$ cat config.mk
export PLATFORM = sky130hd
export DESIGN_NAME = alu_arbiter
export DESIGN_NICKNAME = d
export VERILOG_FILES = /design/src/rtl/alu_arbiter.sv
export SDC_FILE = /design/constraint.sdc
export NUM_CORES = 1
export LEC_CHECK = 0
export BUFFER_PORTS_ARGS = -buffer_cell sky130_fd_sc_hd__clkbuf_2
export CORE_AREA = 4 4 161 163
export DETAILED_ROUTE_END_ITERATION = 10
export DIE_AREA = 0 0 165 167
export PLACE_DENSITY = 0.59
export SETUP_SLACK_MARGIN = 0.15
export SLEW_MARGIN = 30
export SYNTH_ARGS = -nofsm -noshare
export SYNTH_HDL_FRONTEND = slang
export SYNTH_SLANG_ARGS = --single-unit
$ cat constraint.sdc
create_clock -name clk -period 4.7 [get_ports clk]
set_clock_uncertainty 0.2 [all_clocks]
set_input_delay 0.235 -clock clk [delete_from_list [all_inputs] [get_ports clk]]
set_output_delay 0.235 -clock clk [all_outputs]
set_load 0.1 [all_outputs]
$ cat src/rtl/alu_arbiter.sv
// -----------------------------------------------------------------------------
// alu_arbiter
//
// Round-robin arbiter and sequencer that shares one external combinational
// ALU between NREQ requesters. In IDLE the first pending request at or after
// the round-robin pointer is granted (combinational one-hot req_ready). The
// winner's op code and operands are latched, driven to the ALU for one EXEC
// cycle, and the ALU result/flags are registered and returned with a one-cycle
// resp_valid pulse to the winner.
//
// Parameters:
//   N     - datapath width (matches the ALU width)
//   NREQ  - number of requesters (2..8)
//
// Ports:
//   clk            in   rising-edge clock
//   reset_n        in   asynchronous active-low reset
//   req_valid      in   [NREQ]     request pending per requester
//   req_op         in   [4*NREQ]   op code of requester i at [4i+3:4i]
//   req_a, req_b   in   [N*NREQ]   operands of requester i at [N*i+N-1:N*i]
//   req_ready      out  [NREQ]     one-hot grant (IDLE only)
//   alu_op_code    out  [4]        latched op code to the ALU
//   alu_operand1/2 out  [N]        latched operands to the ALU
//   alu_result     in   [N]        ALU result
//   alu_zero       in              ALU zero flag
//   alu_overflow   in              ALU overflow flag
//   resp_valid     out  [NREQ]     one-hot, one-cycle completion pulse
//   resp_result    out  [N]        registered result, held until next completion
//   resp_zero      out             registered zero flag
//   resp_overflow  out             registered overflow flag
//   resp_err       out             illegal-op flag (0 unless the option below)
//   busy           out             high while in EXEC
//
// Build option:
//   ALU_ARB_ILLEGAL_OP_EN - when defined, op codes 10..15 are flagged at
//   acceptance; the ALU sees op 0 and the response is forced to
//   result=0, zero=1, overflow=0, err=1. When undefined every op code is
//   passed to the ALU unchanged and resp_err stays 0.
// -----------------------------------------------------------------------------
module alu_arbiter #(
    parameter int N    = 32,
    parameter int NREQ = 4
) (
    input  logic                clk,
    input  logic                reset_n,
    input  logic [NREQ-1:0]     req_valid,
    input  logic [4*NREQ-1:0]   req_op,
    input  logic [N*NREQ-1:0]   req_a,
    input  logic [N*NREQ-1:0]   req_b,
    output logic [NREQ-1:0]     req_ready,
    output logic [3:0]          alu_op_code,
    output logic [N-1:0]        alu_operand1,
    output logic [N-1:0]        alu_operand2,
    input  logic [N-1:0]        alu_result,
    input  logic                alu_zero,
    input  logic                alu_overflow,
    output logic [NREQ-1:0]     resp_valid,
    output logic [N-1:0]        resp_result,
    output logic                resp_zero,
    output logic                resp_overflow,
    output logic                resp_err,
    output logic                busy
);

    // Width of the requester index / round-robin pointer.
    localparam int PW = (NREQ > 1) ? $clog2(NREQ) : 1;

    // FSM encoding.
    localparam logic [0:0] ST_IDLE = 1'b0;
    localparam logic [0:0] ST_EXEC = 1'b1;

`ifdef ALU_ARB_ILLEGAL_OP_EN
    localparam logic ILLEGAL_OP_EN = 1'b1;
`else
    localparam logic ILLEGAL_OP_EN = 1'b0;
`endif

    // -------------------------------------------------------------------------
    // Helper functions
    // -------------------------------------------------------------------------

    // One-hot decode of a requester index.
    function automatic logic [NREQ-1:0] onehot(input logic [PW-1:0] idx);
        logic [NREQ-1:0] v;
        v = '0;
        for (int i = 0; i < NREQ; i++) begin
            v[i] = (PW'(i) == idx);
        end
        return v;
    endfunction

    // Round-robin successor of a requester index, wrapping modulo NREQ
    // (NREQ need not be a power of two).
    function automatic logic [PW-1:0] next_ptr(input logic [PW-1:0] idx);
        logic [PW-1:0] n;
        if (idx == PW'(NREQ - 1)) begin
            n = '0;
        end else begin
            n = idx + PW'(1);
        end
        return n;
    endfunction

    // Op codes above 9 are illegal only when the checking option is built in;
    // otherwise this folds to constant 0 and the flag logic disappears.
    function automatic logic is_illegal_op(input logic [3:0] op);
        return ILLEGAL_OP_EN && (op > 4'd9);
    endfunction

    // -------------------------------------------------------------------------
    // State
    // -------------------------------------------------------------------------
    logic [0:0]      state_q,         state_d;
    logic [PW-1:0]   ptr_q,           ptr_d;
    logic [PW-1:0]   winner_q,        winner_d;
    logic [3:0]      op_q,            op_d;
    logic [N-1:0]    a_q,             a_d;
    logic [N-1:0]    b_q,             b_d;
    logic            illegal_q,       illegal_d;
    logic [NREQ-1:0] resp_valid_q,    resp_valid_d;
    logic [N-1:0]    resp_result_q,   resp_result_d;
    logic            resp_zero_q,     resp_zero_d;
    logic            resp_overflow_q, resp_overflow_d;
    logic            resp_err_q,      resp_err_d;

    // Arbitration intermediates.
    logic [PW-1:0]   cand_s;
    logic            grant_found_s;
    logic [PW-1:0]   grant_idx_s;
    logic [3:0]      sel_op_s;
    logic [N-1:0]    sel_a_s;
    logic [N-1:0]    sel_b_s;
    logic            sel_illegal_s;
    logic            accept_s;

    // Round-robin search: first asserted req_valid starting at ptr_q, wrapping.
    always_comb begin
        cand_s        = '0;
        grant_found_s = 1'b0;
        grant_idx_s   = '0;
        for (int i = 0; i < NREQ; i++) begin
            cand_s = PW'((int'(ptr_q) + i) % NREQ);
            if (!grant_found_s && req_valid[cand_s]) begin
                grant_found_s = 1'b1;
                grant_idx_s   = cand_s;
            end else begin
                grant_found_s = grant_found_s;
            end
        end
    end

    // Operand/op mux for the candidate winner (constant slice per requester).
    always_comb begin
        sel_op_s = 4'd0;
        sel_a_s  = '0;
        sel_b_s  = '0;
        for (int i = 0; i < NREQ; i++) begin
            sel_op_s = (PW'(i) == grant_idx_s) ? req_op[4*i +: 4] : sel_op_s;
            sel_a_s  = (PW'(i) == grant_idx_s) ? req_a[N*i +: N]  : sel_a_s;
            sel_b_s  = (PW'(i) == grant_idx_s) ? req_b[N*i +: N]  : sel_b_s;
        end
        sel_illegal_s = is_illegal_op(sel_op_s);
    end

    // Grant is offered only in IDLE; acceptance is grant qualified by valid,
    // which the search already guarantees for the chosen index.
    always_comb begin
        if ((state_q == ST_IDLE) && grant_found_s) begin
            req_ready = onehot(grant_idx_s);
            accept_s  = 1'b1;
        end else begin
            req_ready = '0;
            accept_s  = 1'b0;
        end
    end

    // FSM next-state, request latching and response capture.
    always_comb begin
        state_d         = state_q;
        ptr_d           = ptr_q;
        winner_d        = winner_q;
        op_d            = op_q;
        a_d             = a_q;
        b_d             = b_q;
        illegal_d       = illegal_q;
        resp_valid_d    = '0;
        resp_result_d   = resp_result_q;
        resp_zero_d     = resp_zero_q;
        resp_overflow_d = resp_overflow_q;
        resp_err_d      = resp_err_q;

        case (state_q)
            ST_IDLE: begin
                if (accept_s) begin
                    // An illegal op is presented to the ALU as op 0 so the
                    // ALU never sees an undefined code.
                    op_d      = sel_illegal_s ? 4'd0 : sel_op_s;
                    a_d       = sel_a_s;
                    b_d       = sel_b_s;
                    illegal_d = sel_illegal_s;
                    winner_d  = grant_idx_s;
                    ptr_d     = next_ptr(grant_idx_s);
                    state_d   = ST_EXEC;
                end else begin
                    state_d   = ST_IDLE;
                end
            end
            ST_EXEC: begin
                resp_valid_d = onehot(winner_q);
                if (illegal_q) begin
                    resp_result_d   = '0;
                    resp_zero_d     = 1'b1;
                    resp_overflow_d = 1'b0;
                    resp_err_d      = 1'b1;
                end else begin
                    resp_result_d   = alu_result;
                    resp_zero_d     = alu_zero;
                    resp_overflow_d = alu_overflow;
                    resp_err_d      = 1'b0;
                end
                state_d = ST_IDLE;
            end
            default: begin
                state_d = ST_IDLE;
            end
        endcase
    end

    // State registers; reset aborts any operation in flight.
    always_ff @(posedge clk or negedge reset_n) begin
        if (!reset_n) begin
            state_q         <= ST_IDLE;
            ptr_q           <= '0;
            winner_q        <= '0;
            op_q            <= 4'd0;
            a_q             <= '0;
            b_q             <= '0;
            illegal_q       <= 1'b0;
            resp_valid_q    <= '0;
            resp_result_q   <= '0;
            resp_zero_q     <= 1'b0;
            resp_overflow_q <= 1'b0;
            resp_err_q      <= 1'b0;
        end else begin
            state_q         <= state_d;
            ptr_q           <= ptr_d;
            winner_q        <= winner_d;
            op_q            <= op_d;
            a_q             <= a_d;
            b_q             <= b_d;
            illegal_q       <= illegal_d;
            resp_valid_q    <= resp_valid_d;
            resp_result_q   <= resp_result_d;
            resp_zero_q     <= resp_zero_d;
            resp_overflow_q <= resp_overflow_d;
            resp_err_q      <= resp_err_d;
        end
    end

    // The ALU is always driven from the latch registers, so it stays stable
    // in IDLE.
    assign alu_op_code   = op_q;
    assign alu_operand1  = a_q;
    assign alu_operand2  = b_q;

    assign resp_valid    = resp_valid_q;
    assign resp_result   = resp_result_q;
    assign resp_zero     = resp_zero_q;
    assign resp_overflow = resp_overflow_q;
    assign resp_err      = resp_err_q;
    assign busy          = (state_q == ST_EXEC);

endmodule

==> flow_summary.toml <==
[cts]
cts-root-buf = "clkbuf_16"
cts_made_buffers = 9
path_clk_slew_ns = 0.09
clock_insertion_delay_worst_skew_ns = 0.35
htree_levels = 3
clock_path_buffers = 2
tritoncts = "yes"
cts_sinks = 111

[worst_setup_path]
start_kind = "register"
cp-end-kind = "register"
r2r_start = "ptr_q[1]$_DFFE_PN0P_"
crit_start = "ptr_q[1]$_DFFE_PN0P_"
critPathMaxFanout = 72
cp_slowest_cell = "ha_4"
slowest_delay_ns = 0.69
path_buf_inv = 2
crit_required_ns = 4.80
cp.arrival_ns = 3.99
crit_chain = "nand4b_1 -> o21ai_0 -> nor3_1 -> ha_4 -> buf_12 -> a21oi_1 -> a221o_1 -> a31oi_1 -> dlygate4sd3_1"
critPathTopFamily = "buffers and inverters"
path_class = "reg -> reg"

[layout]
fin_area_sq_um = 10260
syn_to_final_growth_pct = 53.26
utilization_pct = 42.19
layout_commonest_cell = "clkbuf_2"
drive_above_1_share_pct = 40.44
nets = 1525
final_cell_mix = "clkbuf_2 (421), a21oi_1 (139), dfrtp_1 (111)"

[route]
routed_wl_um = 27720
viasPerCell = 5.029
drt-initial-drc-count = 613
vias = 7740
remaining_drc_errors = 0
drt_first_pass_iters = 5
antenna_left = 0
wire_per_inst_um = 18.01

[pwr]
switching_share_pct = 62.52
power_uw = 8266
ir_drop_mv = 0.4655
p_int_uw = 3098
clkPwrFrac_pct = 10.0
power_frac_comb_pct = 70.5
seqPwrFrac_pct = 19.5
p_leak_uw = 0.004959
power_switching_uw = 5168
p_per_area_nw_per_um2 = 805.5

[die]
ios = 424
die_area_sq_um = 27560
die_w_um = 165
std_cell_rows = 57
dieHeight_um = 167
core_sq_um = 24320
start_util_pct = 27.53

[sta]
finalSetupViolCount = 0
period_needed_ns = 3.889
period_share_pct = 82.75
worstMarginPinSlew_ns = 0.9418
whs_ns = 0.02883
rsz0062_at_grt = "no"
fin_tns_setup_ns = 0
slew_viol_final = 0
hold_violations = 0
maxSlewHeadroom_pct = 37.22
max_freq_mhz = 257.1

[synth]
synthCells = 745
synth_edf_count = 0
syn-num-nets = 1061
yosysTopAreaCell = "dfrtp_1"
synth.distinct_cells = 36
yosysWarnings = 0
syn_area_sq_um = 6695
synth_flop_cell = "dfrtp_1"
synth.area.top_cells = "dfrtp_1 (41%), a21oi_1 (10%), a221o_1 (10%)"
synth_top_area_share_pct = 41.49
seq_area_frac_synth_pct = 41.49
synth-async-reset-ratio_pct = 100.0
avgSynthCellArea_sq_um = 8.987
ys_seq_elements = 111

[global_routing]
grt_pass1_vias = 7690
grt_usage_pct = 18.74
antenna_found_initial = 1
grt_pass1_wl_um = 41740
grt_max_degree = 91
overflow = 0

[placed_design]
dp_hpwl_um = 19230
dpl_cell_area_sq_um = 8900
gp_congestion = 0.8398
port_buffers = 422

[run_status]
status = "finished, final reports clean"

[flow_run]
max_cap_violations = 0

[hold_path]
hold_class = "in -> reg"
hp-start = "req_b[90]"
[metrics by stage]
stage | std cells | setup WS (ns)
global placement | 1418 | 1.416
detailed placement | 1418 | 1.424
floorplan | 745 | 1.732
global route | 1539 | 0.6287
CTS | 1538 | 0.8962
finish | 1539 | 0.8106
[cells by family after synthesis]
logic type	after synthesis	synth area share, %
flip-flops	111	41.49
multiplexers	36	6.092
adder cells (fa/ha/maj)	4	0.7476
other	1	0.05601
AND/OR/NAND/NOR	158	13.47
buffers and inverters	152	10.41
AO/OA/AOI/OAI	283	27.73
[layer usage]
metal,vias to the layer above,routed length (um),GRT usage [%]
met5,-,0,0
met2,379,13630,32.24
met3,54,2333,4.498
met4,0,830,7.450
met1,3651,10920,22.31
li1,3656,-,-
[tightest hold or removal path, delay by kind of cell]
kind | cells | cell delay [ns]
AOI/OAI and AO/OA | 2 | 0.20
buffers and inverters | 2 | 0.12
[sequential cells by signal, indices dropped and copies added (netlist names)]
register	flops
ptr_q	2
resp_valid	4
busy	1
resp_zero	1
winner_q	2
alu_operand2	32
alu_operand1	32
alu_op_code	4
resp_result	32
resp_overflow	1
[synth_stat cells (2+ instances only)]
cell type / number
a21oi_1: 139
o21ai_0: 2
and3_1: 6
nor3_1: 2
buf_2: 12
a221o_1: 68
ha_1: 4
nand2_1: 71
inv_1: 70
nor3b_1: 2
mux2_2: 34
buf_6: 14
dfrtp_1: 111
nand3b_1: 68
buf_1: 2
a31oi_1: 69
clkbuf_1: 52
[cell type report]
cell class / count / area [sq um]
timing repair buffer: 534 / 3232
sequential: 111 / 2778
inverter: 71 / 269.0
clock inverter: 7 / 88.84
clock buffer: 9 / 225.2
tap: 324 / 405.4
fill: 2444 / 14060
antenna: 1 / 2.502
multi-input combinational: 482 / 3261
[path summary, 6_finish.rpt]
check | cells past startpoint | slack [ns] | endpoint
worst min register to register | 1 | 0.30 | resp_valid[1]$_DFF_PN0_
worst max register to register | 9 | 0.81 | alu_operand2[22]$_DFFE_PN0P_
min in group asynchronous | 2 | 0.25 | resp_result[19]$_DFFE_PN0P_
worst min-delay path | 4 | 0.03 | alu_operand2[26]$_DFFE_PN0P_
worst max-delay path | 9 | 0.81 | alu_operand2[22]$_DFFE_PN0P_
max in group asynchronous | 3 | 2.95 | alu_operand2[4]$_DFFE_PN0P_
[power by group through the flow]
stage | logic (uW) | registers [uW] | clock network (uW)
after floorplan | 1840 | 4450 | 0
after global placement | 5730 | 1620 | 0
after detailed placement | 5760 | 1630 | 0
after CTS | 5840 | 1610 | 859
after global routing | 6120 | 1660 | 892
final | 5830 | 1610 | 825
[repair_timing]
item,4_1_cts,5_1_grt
hold endpoints to repair,176,0
hold buffers,104,0
setup buffers,0,0
resized for setup,0,0
Note: power is estimated with default switching activity, not from simulation.
